==> src/rtl/multicycle_controller_if.sv <==
// Shared instruction/data memory handshake between the multicycle controller
// and the memory port: request, write qualifier, address select and ready.
interface multicycle_controller_if;
    logic memReq;
    logic memWrite;
    logic adrSrc;
    logic memReady;

    modport master (
        output memReq,
        output memWrite,
        output adrSrc,
        input  memReady
    );

    modport slave (
        input  memReq,
        input  memWrite,
        input  adrSrc,
        output memReady
    );
endinterface

==> src/rtl/multicycle_controller.sv <==
// Main control FSM of the multicycle RISC-V core with memory wait-state timeout.
// Optional: define MULTICYCLE_CONTROLLER_ILLEGAL_TRAP_EN to fault/halt on unknown opcodes.
module multicycle_controller #(
    parameter int TIMEOUT_CYCLES = 16
) (
    input  logic                     i_clk,
    input  logic                     i_arst_n,
    input  logic [6:0]               i_operand,
    input  logic [2:0]               i_funct3,
    input  logic                     i_funct7bit5,
    input  logic                     i_zero,
    multicycle_controller_if.master  mem,
    output logic                     o_irWrite,
    output logic                     o_pcWrite,
    output logic                     o_regWrite,
    output logic [1:0]               o_aluSrcA,
    output logic [1:0]               o_aluSrcB,
    output logic [1:0]               o_resultSrc,
    output logic [3:0]               o_aluLogicOperation,
    output logic                     o_fault
);

    localparam int CW = (TIMEOUT_CYCLES > 0) ? $clog2(TIMEOUT_CYCLES + 1) : 1;
    localparam logic [CW-1:0] TMO = CW'(TIMEOUT_CYCLES);

    localparam logic [6:0] OP_LW   = 7'b0000011;
    localparam logic [6:0] OP_SW   = 7'b0100011;
    localparam logic [6:0] OP_R    = 7'b0110011;
    localparam logic [6:0] OP_I    = 7'b0010011;
    localparam logic [6:0] OP_JAL  = 7'b1101111;
    localparam logic [6:0] OP_BEQ  = 7'b1100011;

    typedef enum logic [3:0] {
        S_RESET, S_FETCH, S_DECODE, S_MEMADR, S_MEMREAD, S_MEMWB, S_MEMWRITE,
        S_EXECUTER, S_EXECUTEI, S_ALUWB, S_JAL, S_BEQ, S_HALT
    } state_t;

    state_t        state_q, state_d;
    logic [CW-1:0] cnt_q, cnt_d;
    logic          fault_q, fault_d;
    logic          mem_state;
    logic          timeout;
    logic [CW-1:0] cnt_inc;

    always_ff @(posedge i_clk or negedge i_arst_n) begin
        if (!i_arst_n) begin
            state_q <= S_RESET;
            cnt_q   <= '0;
            fault_q <= 1'b0;
        end else begin
            state_q <= state_d;
            cnt_q   <= cnt_d;
            fault_q <= fault_d;
        end
    end

    assign o_fault = fault_q;
    assign cnt_inc = cnt_q + 1'b1;

    always_comb begin
        state_d             = state_q;
        cnt_d               = '0;
        fault_d             = fault_q;
        timeout             = 1'b0;
        mem.memReq          = 1'b0;
        mem.memWrite        = 1'b0;
        mem.adrSrc          = 1'b0;
        o_irWrite           = 1'b0;
        o_pcWrite           = 1'b0;
        o_regWrite          = 1'b0;
        o_aluSrcA           = 2'b00;
        o_aluSrcB           = 2'b00;
        o_resultSrc         = 2'b00;
        o_aluLogicOperation = 4'b0000;

        mem_state = (state_q == S_FETCH) || (state_q == S_MEMREAD) ||
                    (state_q == S_MEMWRITE);

        // Counter only runs while a memory state waits; any ready or exit clears it.
        if (mem_state && !mem.memReady && (TIMEOUT_CYCLES != 0)) begin
            if (cnt_inc == TMO) begin
                timeout = 1'b1;
            end else begin
                cnt_d = cnt_inc;
            end
        end

        case (state_q)
            S_RESET: begin
                state_d = S_FETCH;
            end
            S_FETCH: begin
                mem.memReq  = 1'b1;
                o_aluSrcB   = 2'b10;
                o_resultSrc = 2'b10;
                o_irWrite   = mem.memReady;
                o_pcWrite   = mem.memReady;
                if (mem.memReady) state_d = S_DECODE;
            end
            S_DECODE: begin
                o_aluSrcA = 2'b01;
                o_aluSrcB = 2'b01;
                case (i_operand)
                    OP_LW, OP_SW: state_d = S_MEMADR;
                    OP_R:         state_d = S_EXECUTER;
                    OP_I:         state_d = S_EXECUTEI;
                    OP_JAL:       state_d = S_JAL;
                    OP_BEQ:       state_d = S_BEQ;
                    default: begin
`ifdef MULTICYCLE_CONTROLLER_ILLEGAL_TRAP_EN
                        state_d = S_HALT;
                        fault_d = 1'b1;
`else
                        state_d = S_FETCH;
`endif
                    end
                endcase
            end
            S_MEMADR: begin
                o_aluSrcA = 2'b10;
                o_aluSrcB = 2'b01;
                state_d   = (i_operand == OP_SW) ? S_MEMWRITE : S_MEMREAD;
            end
            S_MEMREAD: begin
                mem.memReq = 1'b1;
                mem.adrSrc = 1'b1;
                if (mem.memReady) state_d = S_MEMWB;
            end
            S_MEMWB: begin
                o_resultSrc = 2'b01;
                o_regWrite  = 1'b1;
                state_d     = S_FETCH;
            end
            S_MEMWRITE: begin
                mem.memReq   = 1'b1;
                mem.memWrite = 1'b1;
                mem.adrSrc   = 1'b1;
                if (mem.memReady) state_d = S_FETCH;
            end
            S_EXECUTER: begin
                o_aluSrcA           = 2'b10;
                o_aluLogicOperation = {i_funct7bit5, i_funct3};
                state_d             = S_ALUWB;
            end
            S_EXECUTEI: begin
                o_aluSrcA           = 2'b10;
                o_aluSrcB           = 2'b01;
                // Bit 30 is an immediate bit for every I-op except srai.
                o_aluLogicOperation = {i_funct7bit5 & (i_funct3 == 3'b101), i_funct3};
                state_d             = S_ALUWB;
            end
            S_ALUWB: begin
                o_regWrite = 1'b1;
                state_d    = S_FETCH;
            end
            S_JAL: begin
                o_aluSrcA = 2'b01;
                o_aluSrcB = 2'b10;
                o_pcWrite = 1'b1;
                state_d   = S_ALUWB;
            end
            S_BEQ: begin
                o_aluSrcA           = 2'b10;
                o_aluLogicOperation = 4'b1000;
                o_pcWrite           = i_zero;
                state_d             = S_FETCH;
            end
            S_HALT: begin
                state_d = S_HALT;
            end
            default: begin
                state_d = S_RESET;
            end
        endcase

        if (timeout) begin
            state_d = S_HALT;
            fault_d = 1'b1;
        end
    end

endmodule

==> src/flat_wrapper.sv <==
// flat-port wrapper written by rule: the top's interface ports become plain ports
module multicycle_controller_flat 
#(
    parameter int TIMEOUT_CYCLES = 16
)
  (i_clk, i_arst_n, i_operand, i_funct3, i_funct7bit5, i_zero, o_irWrite, o_pcWrite, o_regWrite, o_aluSrcA, o_aluSrcB, o_resultSrc, o_aluLogicOperation, o_fault, mem_memReq, mem_memWrite, mem_adrSrc, mem_memReady);
  multicycle_controller_if mem_i ();
  input  logic i_clk;
  input  logic i_arst_n;
  input  logic [6:0] i_operand;
  input  logic [2:0] i_funct3;
  input  logic i_funct7bit5;
  input  logic i_zero;
  output logic o_irWrite;
  output logic o_pcWrite;
  output logic o_regWrite;
  output logic [1:0] o_aluSrcA;
  output logic [1:0] o_aluSrcB;
  output logic [1:0] o_resultSrc;
  output logic [3:0] o_aluLogicOperation;
  output logic o_fault;
  output wire logic [$bits(mem_i.memReq)-1:0] mem_memReq;
  output wire logic [$bits(mem_i.memWrite)-1:0] mem_memWrite;
  output wire logic [$bits(mem_i.adrSrc)-1:0] mem_adrSrc;
  input wire logic [$bits(mem_i.memReady)-1:0] mem_memReady;
  assign mem_memReq = mem_i.memReq;
  assign mem_memWrite = mem_i.memWrite;
  assign mem_adrSrc = mem_i.adrSrc;
  assign mem_i.memReady = mem_memReady;
  multicycle_controller #(.TIMEOUT_CYCLES(TIMEOUT_CYCLES)) u_core (.i_clk(i_clk), .i_arst_n(i_arst_n), .i_operand(i_operand), .i_funct3(i_funct3), .i_funct7bit5(i_funct7bit5), .i_zero(i_zero), .mem(mem_i), .o_irWrite(o_irWrite), .o_pcWrite(o_pcWrite), .o_regWrite(o_regWrite), .o_aluSrcA(o_aluSrcA), .o_aluSrcB(o_aluSrcB), .o_resultSrc(o_resultSrc), .o_aluLogicOperation(o_aluLogicOperation), .o_fault(o_fault));
endmodule
==> config.mk <==
export PLATFORM = sky130hd
export DESIGN_NAME = multicycle_controller_flat
export DESIGN_NICKNAME = d
export VERILOG_FILES = /design/src/rtl/multicycle_controller_if.sv /design/src/rtl/multicycle_controller.sv /design/src/flat_wrapper.sv
export SDC_FILE = /design/constraint.sdc
export NUM_CORES = 1
export LEC_CHECK = 0
export CORE_UTILIZATION = 58
export CTS_BUF_LIST = sky130_fd_sc_hd__clkbuf_2
export DETAILED_ROUTE_END_ITERATION = 6
export DONT_BUFFER_PORTS = 1
export PLACE_DENSITY_LB_ADDON = 0.12
export SLEW_MARGIN = 15
export SYNTH_ARGS = -nofsm -noshare
export SYNTH_HDL_FRONTEND = slang
export SYNTH_SLANG_ARGS = --single-unit
==> constraint.sdc <==
create_clock -name i_clk -period 1.8 [get_ports i_clk]
set_input_delay 0.18 -clock i_clk [delete_from_list [all_inputs] [get_ports i_clk]]
set_output_delay 0.18 -clock i_clk [all_outputs]
set_load 0.02 [all_outputs]
# Word-level counts from Yosys, hierarchy flattened

Cells that the tools add are included.

Register bits: 10
Input bits: 15
Output and inout port bits: 17

Add/sub/neg operators: 1
Equality and inequality tests: 23
Mux-type cells: 21
Bitwise gates (word level): 1
Reduce and logical (&&, ||, !) cells: 16

Operator list:

| kind                                                  | count |
|---|---|
| one-hot mux 4 bit (8 select lines)                    | 1 |
| == test 4 bit, second input constant                  | 5 |
| one-hot mux 4 bit (5 select lines)                    | 1 |
| == test 4 x 3 -> 1 bit, second input constant         | 4 |
| 2-to-1 mux 4 bit                                      | 4 |
| == test 7 x 6 -> 1 bit, second input constant         | 2 |
| == test 7 bit, second input constant                  | 2 |
| one-hot mux 2 bit (2 select lines)                    | 3 |
| one-hot mux 4 bit (3 select lines)                    | 1 |
| 2-to-1 mux 5 bit                                      | 2 |
| OR reduction 2 bit                                    | 5 |
| inequality test 3 x 2 -> 1 bit, second input constant | 3 |
| OR reduction 3 bit                                    | 3 |
| == test 4 x 2 -> 1 bit, second input constant         | 2 |
| OR reduction 4 bit                                    | 2 |
| == test 7 x 2 -> 1 bit, second input constant         | 1 |
| == test 7 x 5 -> 1 bit, second input constant         | 1 |
| 2-to-1 mux 1 bit                                      | 7 |
| adder 5 x 1 -> 5 bit, second input constant           | 1 |
| == test 5 bit, second input constant                  | 1 |
| == test 4 x 1 -> 1 bit, second input constant         | 1 |
| logical NOT 4 bit                                     | 1 |
| == test 3 bit, second input constant                  | 1 |
| one-hot mux 1 bit (3 select lines)                    | 1 |
| 6 further kinds                                       | 7 |

# Depth between registers and ports, before layout

Gate-level depths: netlist (run 1).

Depth in word-level cells: 7
Depth in mapped cells: 5
Gate-level depth less buffers: 5

# Worst setup path after synthesis (run 1)

OpenSTA, ideal clock, no wires.

Kind: reg2reg
Start: register u_core.cnt_q[0]
End: register u_core.state_q[1]
Data arrival time: 1.677 ns
Path slack: -0.003 ns
Stages on the path, launching flop included: 6
Path buffers: 0
Path through: dfrtp_1 ha_1 nor4b_2 a31oi_1 or3_4 a311o_1

Longest elaborated chain between the ends: 6
Elaborated cells between the ends (all ways): 9

RTL lines:

| element                                  | line                        | text |
|---|---|---|
| from (decl)                              | multicycle_controller.sv:39 | `logic [CW-1:0] cnt_q, cnt_d;` |
| from (signal assigned)                   | multicycle_controller.sv:52 | `cnt_q <= cnt_d;` |
| adder 5 x 1 -> 5 bit (*)                 | multicycle_controller.sv:58 | `assign cnt_inc = cnt_q + 1'b1;` |
| == test 5 bit (*)                        | multicycle_controller.sv:81 | `if (cnt_inc == TMO) begin` |
| 2-to-1 mux 1 bit (*)                     | multicycle_controller.sv:81 |  |
| 2-to-1 mux 1 bit (*)                     | multicycle_controller.sv:80 | `if (mem_state && !mem.memReady && (TIMEOUT_CYCLES != 0)) begin` |
| inequality test 3 x 2 -> 1 bit (no line) | --                          |  |
| AND reduction 3 bit (no line)            | --                          |  |
| to (signal assigned)                     | multicycle_controller.sv:51 | `state_q <= state_d;` |
| to (decl)                                | multicycle_controller.sv:38 | `state_t state_q, state_d;` |

Mark *: on every way between the ends. The rest lies on a longest branch, timed or not.
A chain may end at the register's enable or synchronous reset.

# Worst setup path after layout (run 1)

Start: register u_core.cnt_q[1]
End: register u_core.state_q[1]

Same word-level chain as after synthesis.

==> results of run 1 <==
[per-layer routing]
layer / wire length [um] / vias to the layer above
met5: 0 / -
met4: 27 / 0
met3: 113 / 4
met2: 986 / 32
met1: 1010 / 414
li1: - / 441
[flip-flops by register name, indices dropped and copies added (netlist names)]
signal          cells
u_core.cnt_q        5
u_core.state_q      4
u_core.o_fault      1
[metrics by stage]
step                utilization  TNS [ps]  std cells
detailed placement        0.748     -45.8        138
global placement          0.748         0        138
finish                    0.816     -19.4        146
floorplan                     -         0        111
global route              0.816      -184        146
CTS                       0.795     -12.5        144
[where the power goes]
group          leakage, uW  switching [uW]  internal (uW)
clock            0.0000140            70.0           48.3
sequential        0.000134            66.4            276
combinational     0.000354             609            412
total             0.000502             746            736
[area by class of cell]
class	count	share of cell area
clock inverters	1	0.00341
multi-input cells	94	0.587
repair buffers	21	0.145
inverters	2	0.00681
flip-flops and latches	10	0.227
clock buffers	3	0.0136
well taps	15	0.0170
[how the worst max path moves through the flow]
| stage | to | from | slack [ps] | cells after the start |
|---|---|---|---|---|
| floorplan | mem_memReq | u_core.state_q[0]$_DFFE_PN0P_ | 10 | 4 |
| global placement | u_core.state_q[1]$_DFFE_PN0P_ | u_core.cnt_q[0]$_DFF_PN0_ | 50 | 5 |
| detailed placement | u_core.state_q[1]$_DFFE_PN0P_ | u_core.cnt_q[0]$_DFF_PN0_ | -50 | 5 |
| CTS | u_core.state_q[1]$_DFFE_PN0P_ | u_core.cnt_q[1]$_DFF_PN0_ | -10 | 5 |
| global route | u_core.state_q[1]$_DFFE_PN0P_ | u_core.cnt_q[1]$_DFF_PN0_ | -80 | 5 |
| finish | u_core.state_q[1]$_DFFE_PN0P_ | u_core.cnt_q[1]$_DFF_PN0_ | -20 | 5 |
[synthesized netlist by cell type, types with 2 or more instances]
cell type	instances	area [um^2]
nand3_1	3	15.0
a21oi_1	7	35.0
nor2_1	19	71.3
nand2_1	5	18.8
or2_2	3	18.8
a21bo_2	2	20.0
ha_1	2	25.0
dfrtp_1	10	250
and2_1	2	12.5
clkbuf_1	2	7.51
xor2_1	2	17.5
o21ai_0	4	20.0
buf_2	2	10.0
nand2b_1	6	37.5
inv_1	2	7.51
nand3b_1	3	22.5
nor3_1	3	15.0
and3b_1	2	17.5
nor2b_1	7	43.8
[what timing repair did]
| action | 4_1_cts | 5_1_grt |
|---|---|---|
| pin swaps | 0 | 5 |
| resized for setup | 4 | 5 |
| hold endpoints to repair | 10 | 0 |
| setup buffers | 1 | 2 |
| endpoints found under the setup margin | 2 | 9 |
| hold buffers | 1 | 0 |
[critical path, stage by stage, from the launching register on]
cell and delay, ps:
dfrtp_1 450, ha_4 210, nor4b_4 270, a31oi_2 90
or3_4 430, a311o_1 270
[kinds of logic after synthesis]
| kind of cell | Yosys count | synth area share |
|---|---|---|
| mux | 1 | 0.0113 |
| buf+inv | 7 | 0.0326 |
| flops | 10 | 0.284 |
| xor+xnor | 3 | 0.0298 |
| fa+ha+maj | 2 | 0.0284 |
| simple gates | 62 | 0.400 |
| compound gates | 26 | 0.214 |
==> results.json, run 1 <==
{
  "grt_pass1_wl_um": 2950,
  "synthesis.nets": 128,
  "die_h_um": 41,
  "antenna_cells": 0,
  "dpl.hpwl_um": 1570,
  "hold_path_class": "input port to flip-flop",
  "total_power_uw": 1480,
  "busiest_layer": "met2",
  "grtUsageMet2": 0.414,
  "grt_pass1_vias": 706,
  "globalRouteTotalUtil": 0.277,
  "vdd_ir_drop_max_mv": 0.861,
  "setup_violations": 1,
  "ys_warn_count": 0,
  "grtUsageMet1": 0.381,
  "synth_flop_cell": "dfrtp_1",
  "whs_endpoint": "u_core.cnt_q[1]$_DFF_PN0_",
  "firstDrtPassIters": 4,
  "cts_made_buffers": 3,
  "cp_data_required_time_ps": 1930,
  "final_common_cell": "buf_4",
  "nNetsFinal": 149,
  "die_area_mm2": 0.00168,
  "wl_um": 2140,
  "grt_max_degree": 14,
  "synth_cells": 111,
  "synth_edf_count": 0,
  "r2r-end": "u_core.state_q[1]$_DFFE_PN0P_",
  "io_pins": 32,
  "drt-initial-drc-count": 11,
  "core_mm2": 0.00135,
  "seq_area_frac_synth": 0.284,
  "min_from": "mem_memReady",
  "fillers": 94,
  "reg2reg_slack_ps": -20,
  "synth_area_um2": 882,
  "tightest_slew_ps": 437,
  "die_width_um": 41,
  "maxCapViolCount": 0,
  "postLayoutSetupSlackWorst_ps": -19.4,
  "dpl_worst_slack_ps": -45.8,
  "final_layout_size_suffix_gt1_frac": 0.305,
  "power_leakage_uw": 0.000502,
  "post-route-period-util": 1.01,
  "startpoint_type": "flip-flop",
  "final_cell_mix": "buf_4 (20), nor2_1 (16), dfrtp_1 (10)",
  "start_util": 0.653,
  "core.rowCount": 13,
  "clock_sinks": 10,
  "critPathKind": "flip-flop to flip-flop",
  "clock_latency_ps": 240,
  "report.final.slew_viol_count": 0,
  "fmax_mhz": 550,
  "cts_root_buf": "clkbuf_2",
  "rsz0062_at_grt": "true",
  "placed_area_mm2": 0.00101,
  "finalClockSkew_ps": 7.68,
  "gp_congestion": 0.819,
  "synth-seq-cells": 10,
  "viasPerCell": 6.10,
  "grt_use_met3": 0.0435,
  "ctsLongestPathBuffers": 2,
  "dr_total_vias": 891,
  "whs_ps": 222,
  "end_kind": "flip-flop",
  "worst_ep_arrival_time_ps": 1950,
  "htree_levels": 1,
  "clk_pin_slew_ps": 100,
  "seqCellArea_um2": 250,
  "finalHoldViolCount": 0,
  "final_area_mm2": 0.00110,
  "async_reset_ff_frac": 1.00,
  "drc": 0,
  "crit_path_max_fanout": 4,
  "synth.distinct_cells": 44,
  "multiInputGateArea_um2": 647,
  "violations": "negative setup slack",
  "postRouteAntennaNets": 0,
  "min_path_cells": 4,
  "p_per_area_mw_per_mm2": 1340,
  "worstReg2RegStart": "u_core.cnt_q[1]$_DFF_PN0_",
  "maxSlewHeadroom": 0.707,
  "r2r_cells": 5,
  "status": "finished with violations",
  "wire_per_inst_um": 14.7,
  "numPortBuffers": 0,
  "cts_tree": "yes",
  "syn_area_per_cell_um2": 7.95,
  "grt_overflow_total": 0,
  "antenna_found_initial": 0,
  "finalCriticalPeriod_ps": 1820,
  "areaGrowthSynthToFinish_pct": 25.0
}
Note: power is estimated with default switching activity, not from simulation.
==> inputs of run 2 (changes only) <==
- ABC_AREA: unset -> 1
==> run 2 against run 1 <==
The flow now finishes without violations. Sequential share of layout area grew 4.0 points. Register-to-register slack better by 350 ps. Sequential cell count unchanged. Highest routed layer is now met3.
==> results.json, run 2 <==
{
  "status": "completed",
  "synthMuxAreaShare": 0,
  "synth-simple-area-share": 0.461,
  "synth_edf_count": 0,
  "clk_pin_slew_ps": 80,
  "internal_power_uw": 555,
  "finalCriticalPeriod_ps": 1700,
  "cp_data_required_time_ps": 1620,
  "crit_path_max_fanout": 6,
  "grt_max_degree": 11,
  "syn_area_per_cell_um2": 6.37,
  "cts_tree": "yes",
  "p_per_area_mw_per_mm2": 1400,
  "yosys.area.top_type_share": 0.289,
  "fillers": 122,
  "end_kind": "primary output",
  "numPortBuffers": 0,
  "synth_top_family_by_area": "simple AND/OR/NAND/NOR gates",
  "synth_area_um2": 866,
  "drt-initial-drc-count": 25,
  "finalClockSkew_ps": 1.09,
  "synth_common_cells": "nand2_1 (44), inv_1 (19), nor2_1 (18)",
  "firstDrtPassIters": 4,
  "post-route-util": 0.698,
  "fin_cells": 158,
  "ys_warn_count": 0,
  "vdd_ir_drop_max_mv": 0.779,
  "synth-adder-area-share": 0.0289,
  "synth_area_leader_cell": "dfrtp_1",
  "synth_cells": 136,
  "nNetsFinal": 162,
  "maxCapViolCount": 0,
  "placed_area_um2": 907,
  "whs_ps": 103,
  "die_area_mm2": 0.00165,
  "final_area_um2": 942,
  "dpl_worst_slack_ps": 286,
  "seq_area_frac_synth": 0.289,
  "globalRouteTotalUtil": 0.249,
  "start_util": 0.641,
  "min_path_cells": 3,
  "setup_violations": 0,
  "die_h_um": 40.6,
  "power_leakage_uw": 0.000534,
  "largest_reg_flops": 5,
  "gp_congestion": 0.801,
  "dpl.hpwl_um": 1480,
  "postRouteAntennaNets": 0,
  "ctsLongestPathBuffers": 2,
  "io_pins": 32,
  "final_cell_mix": "nand2_1 (44), inv_1 (19), nor2_1 (16)",
  "cts_made_buffers": 3,
  "core_mm2": 0.00135,
  "post-route-period-util": 0.945,
  "tightest_slew_ps": 430,
  "grt_pass1_wl_um": 2690,
  "critPathKind": "flip-flop to primary output",
  "cts_root_buf": "clkbuf_2",
  "swShare": 0.579,
  "viasPerCell": 5.54,
  "synth_compound_area_frac": 0.0853,
  "areaGrowthSynthToFinish_pct": 8.82,
  "grt_pass1_vias": 661,
  "postLayoutSetupSlackWorst_ps": 98.6,
  "synth-seq-cells": 10,
  "clock_latency_ps": 240,
  "post_cts_buffers": 0,
  "r2r_cells": 7,
  "core.rowCount": 13,
  "wl_um": 1810,
  "seq_power_share": 0.279,
  "drc": 0,
  "final_layout_size_suffix_gt1_frac": 0.168,
  "antenna_found_initial": 0,
  "synth.distinct_cells": 22,
  "combPwrFrac": 0.636,
  "finalHoldViolCount": 0,
  "wire_per_inst_um": 11.5,
  "synth-xor-area-share": 0.0405,
  "dr_total_vias": 876,
  "antenna_cells": 0,
  "startpoint_type": "flip-flop",
  "worst_ep_arrival_time_ps": 1520,
  "p_sw_uw": 764,
  "rsz0062_at_grt": "true",
  "grt_overflow_total": 0,
  "synthesis.nets": 153,
  "pwr-share-clk": 0.085,
  "fmax_mhz": 588,
  "placed_cells": 154,
  "async_reset_ff_frac": 1.00,
  "report.final.slew_viol_count": 0,
  "largest_register": "u_core.cnt_q",
  "synth.most_common_cell": "nand2_1",
  "ys_top_cells_by_area": "dfrtp_1 (29%), nand2_1 (19%), inv_1 (8.2%), nor2_1 (7.8%), nor2_2 (3.6%)",
  "hold_path_class": "input port to flip-flop",
  "final_common_cell": "nand2_1",
  "synth_flop_cell": "dfrtp_1",
  "die_width_um": 40.6,
  "maxSlewHeadroom": 0.713,
  "htree_levels": 1,
  "clock_sinks": 10
}
-- run 2: cell types whose count changed in the layout (fill, tap and decap cells not counted), sizes merged, moves of 5 or more --
cell | previous run | this run
inv | 2 | 22
nand3 | 3 | 8
nand2b | 6 | 0
nor2 | 19 | 24
nor2b | 7 | 0
buf | 20 | 3
nand2 | 5 | 46
-- run 2: metal layers --
metal | up-vias | global-route usage | wire length, um
met5 | - | 0 | 0
met3 | 0 | 0.0978 | 157
met1 | 394 | 0.331 | 835
met4 | 0 | 0 | 0
met2 | 44 | 0.405 | 820
li1 | 438 | - | -
-- run 2: path summary, 6_finish.rpt --
| path | start | endpoint | slack (ps) |
|---|---|---|---|
| max | u_core.state_q[3]$_DFFE_PN0P_ | o_aluLogicOperation[0] | 100 |
| min | mem_memReady | u_core.state_q[1]$_DFFE_PN0P_ | 100 |
| max reg2reg | u_core.cnt_q[0]$_DFF_PN0_ | u_core.state_q[0]$_DFFE_PN0P_ | 330 |
| min reg2reg | u_core.cnt_q[0]$_DFF_PN0_ | u_core.cnt_q[0]$_DFF_PN0_ | 490 |
| max in group asynchronous | i_arst_n | u_core.state_q[2]$_DFFE_PN0P_ | 1170 |
| min in group asynchronous | i_arst_n | u_core.cnt_q[2]$_DFF_PN0_ | 300 |
-- run 2: worst max-delay path: stages, from the launching register on --
cell	delay, ps
dfrtp_1	430
inv_1	130
nand2_1	140
nor2_2	180
a21oi_4	70
nor2_1	320
-- run 2: area by class of cell --
class,count,area [um^2],share of cell area
inverters,22,82.6,0.0876
multi-input cells,104,542,0.575
flip-flops and latches,10,251,0.267
repair buffers,4,32.5,0.0345
well taps,15,18.8,0.0199
clock buffers,3,15.0,0.0159
-- run 2: logic make-up (layout without fill, tap and decap cells) --
logic type / after synthesis / count (layout)
and+or+nand+nor: 86 / 86
buffers and inverters: 22 / 29
AOI/OAI and AO/OA: 12 / 12
DFF: 10 / 10
xor gates and xnor gates: 4 / 4
adders and majority gates: 2 / 2
-- run 2: repair_timing --
item,4_1_cts,5_1_grt
hold buffers,1,0
gates resized for setup,1,3
gates cloned,0,0
pin swaps,0,0
endpoints found under the hold margin,10,0
setup endpoints to repair,1,4
-- run 2: stage by stage --
step | total power, uW | setup TNS (ps)
after floorplan | 1020 | 0
after global placement | 1170 | 0
after detailed placement | 1180 | 0
after CTS | 1310 | 0
after global routing | 1420 | -24.7
final | 1320 | 0
-- run 2: power by group through the flow --
stage,sequential [uW],combinational [uW],clock (uW)
after floorplan,347,674,0
after global placement,358,810,0
after detailed placement,362,822,0
after CTS,357,833,116
after global routing,373,924,125
final,368,839,112
==> inputs of run 3 (changes only) <==
- ABC_CLOCK_PERIOD_IN_PS: unset -> 1800
- CORE_UTILIZATION: 58 -> 25
==> run 3 against run 2 <==
Die area up 120%. Non-clock buffer count up 1. Hold slack worse by 32 ps. Register-to-register slack better by 40 ps. Largest power group unchanged. Clock skew up 19 ps.
==> results.json, run 3 (synthesized netlist as in run 2, its figures left out) <==
{
  "startpoint_type": "flip-flop",
  "grt_pass1_wl_um": 3100,
  "wire_per_inst_um": 10.1,
  "post_cts_buffers": 0,
  "gp_congestion": 0.831,
  "drc": 0,
  "start_util": 0.259,
  "min_from": "mem_memReady",
  "nNetsFinal": 163,
  "finalHoldViolCount": 0,
  "rsz0062_at_grt": "true",
  "clk_pin_slew_ps": 110,
  "min_path_cells": 3,
  "cts_root_buf": "clkbuf_2",
  "crit_path_max_fanout": 6,
  "grt_overflow_total": 0,
  "final_common_cell": "nand2_1",
  "globalRouteTotalUtil": 0.113,
  "post-route-period-util": 0.922,
  "final_layout_size_suffix_gt1_frac": 0.172,
  "whs_endpoint": "u_core.state_q[0]$_DFFE_PN0P_",
  "htree_levels": 1,
  "postRouteAntennaNets": 0,
  "cp_data_required_time_ps": 1620,
  "report.final.slew_viol_count": 0,
  "final_cell_mix": "nand2_1 (43), inv_1 (19), nor2_1 (17)",
  "end_kind": "primary output",
  "largest_reg_flops": 5,
  "r2r-end": "u_core.state_q[1]$_DFFE_PN0P_",
  "reg2reg_slack_ps": 370,
  "core_mm2": 0.00334,
  "total_power_uw": 1340,
  "setup_violations": 0,
  "die_area_mm2": 0.00370,
  "clock_sinks": 10,
  "hold_path_class": "input port to flip-flop",
  "drt-initial-drc-count": 31,
  "die_width_um": 60.9,
  "ctsLongestPathBuffers": 2,
  "io_pins": 32,
  "finalCriticalPeriod_ps": 1660,
  "grt_pass1_vias": 736,
  "vdd_ir_drop_max_mv": 0.335,
  "placed_cells": 186,
  "maxCapViolCount": 0,
  "die_h_um": 60.9,
  "dpl.hpwl_um": 1660,
  "tns_ps": 0,
  "antenna_found_initial": 0,
  "p_per_area_mw_per_mm2": 1350,
  "fillers": 404,
  "maxSlewHeadroom": 0.700,
  "wl_um": 1930,
  "critPathKind": "flip-flop to primary output",
  "areaGrowthSynthToFinish_pct": 15.2,
  "worstReg2RegStart": "u_core.state_q[2]$_DFFE_PN0P_",
  "core.rowCount": 21,
  "fin_cells": 191,
  "grt_max_degree": 11,
  "numPortBuffers": 0,
  "dr_total_vias": 818,
  "fmax_mhz": 603,
  "cts_made_buffers": 3,
  "worst_ep_arrival_time_ps": 1480,
  "finalClockSkew_ps": 20.4,
  "r2r_cells": 8,
  "firstDrtPassIters": 4,
  "antenna_cells": 0,
  "viasPerCell": 4.28,
  "tightest_slew_ps": 449,
  "largest_register": "u_core.cnt_q",
  "power_leakage_uw": 0.000541,
  "crit_start": "u_core.state_q[3]$_DFFE_PN0P_",
  "status": "completed",
  "cts_tree": "yes",
  "clock_latency_ps": 260
}
==> run 3: power breakdown <==
part | total [uW] | leakage, uW | switching (uW) | internal [uW]
Combinational | 861 | 0.000399 | 613 | 247
Sequential | 359 | 0.000128 | 80.0 | 279
Clock | 124 | 0.0000140 | 75.9 | 48.3
==> run 3: worst max path at each step <==
stage | endpoint | slack [ps]
4_1_cts | o_aluLogicOperation[0] | -1
3_3_place_gp | o_aluLogicOperation[3] | 250
6_report | o_aluLogicOperation[2] | 140
5_1_grt | o_aluLogicOperation[2] | 3
2_1_floorplan | o_pcWrite | 390
3_5_place_dp | o_aluLogicOperation[3] | 250
==> run 3: repair_timing <==
action                                 4_1_cts  5_1_grt
resized for setup                            2        3
setup endpoints to repair                    2        4
endpoints found under the hold margin       10        0
hold buffers                                 1        0
pin swaps                                    0        1
==> run 3: worst max-delay path, cell delays in order, from the launching register on <==
cell and delay (ps):
dfrtp_1 430, inv_1 110, nor2_2 240, a21oi_4 120, nor2_1 320
==> run 3: metrics by stage <==
stage / worst slack [ps] / utilization / hold WS [ps] / instance area [um^2]
3_5_place_dp: 252 / 0.286 / -115 / 953
4_1_cts: -1.28 / 0.296 / 57.6 / 988
5_1_grt: 3.24 / 0.299 / 64.2 / 997
2_1_floorplan: 391 / - / -116 / 866
3_3_place_gp: 249 / 0.286 / -115 / 953
6_report: 141 / 0.299 / 70.7 / 997
==> run 3: area by class of cell <==
class,instances,area (um^2),share of cell area
repair buffers,5,40.0,0.0402
clock inverters,1,3.75,0.00376
flip-flops and latches,10,251,0.252
well taps,46,57.6,0.0577
multi-input cells,104,547,0.548
inverters,22,82.6,0.0828
clock buffers,3,15.0,0.0151
==> run 3: per-layer routing <==
layer  up-vias  part of all wire  track usage
li1        436                 -            -
met1       361              0.42        0.126
met2        21              0.51        0.212
met3         0             0.068       0.0405
met4         0                 0      0.00974
met5         -                 0            0
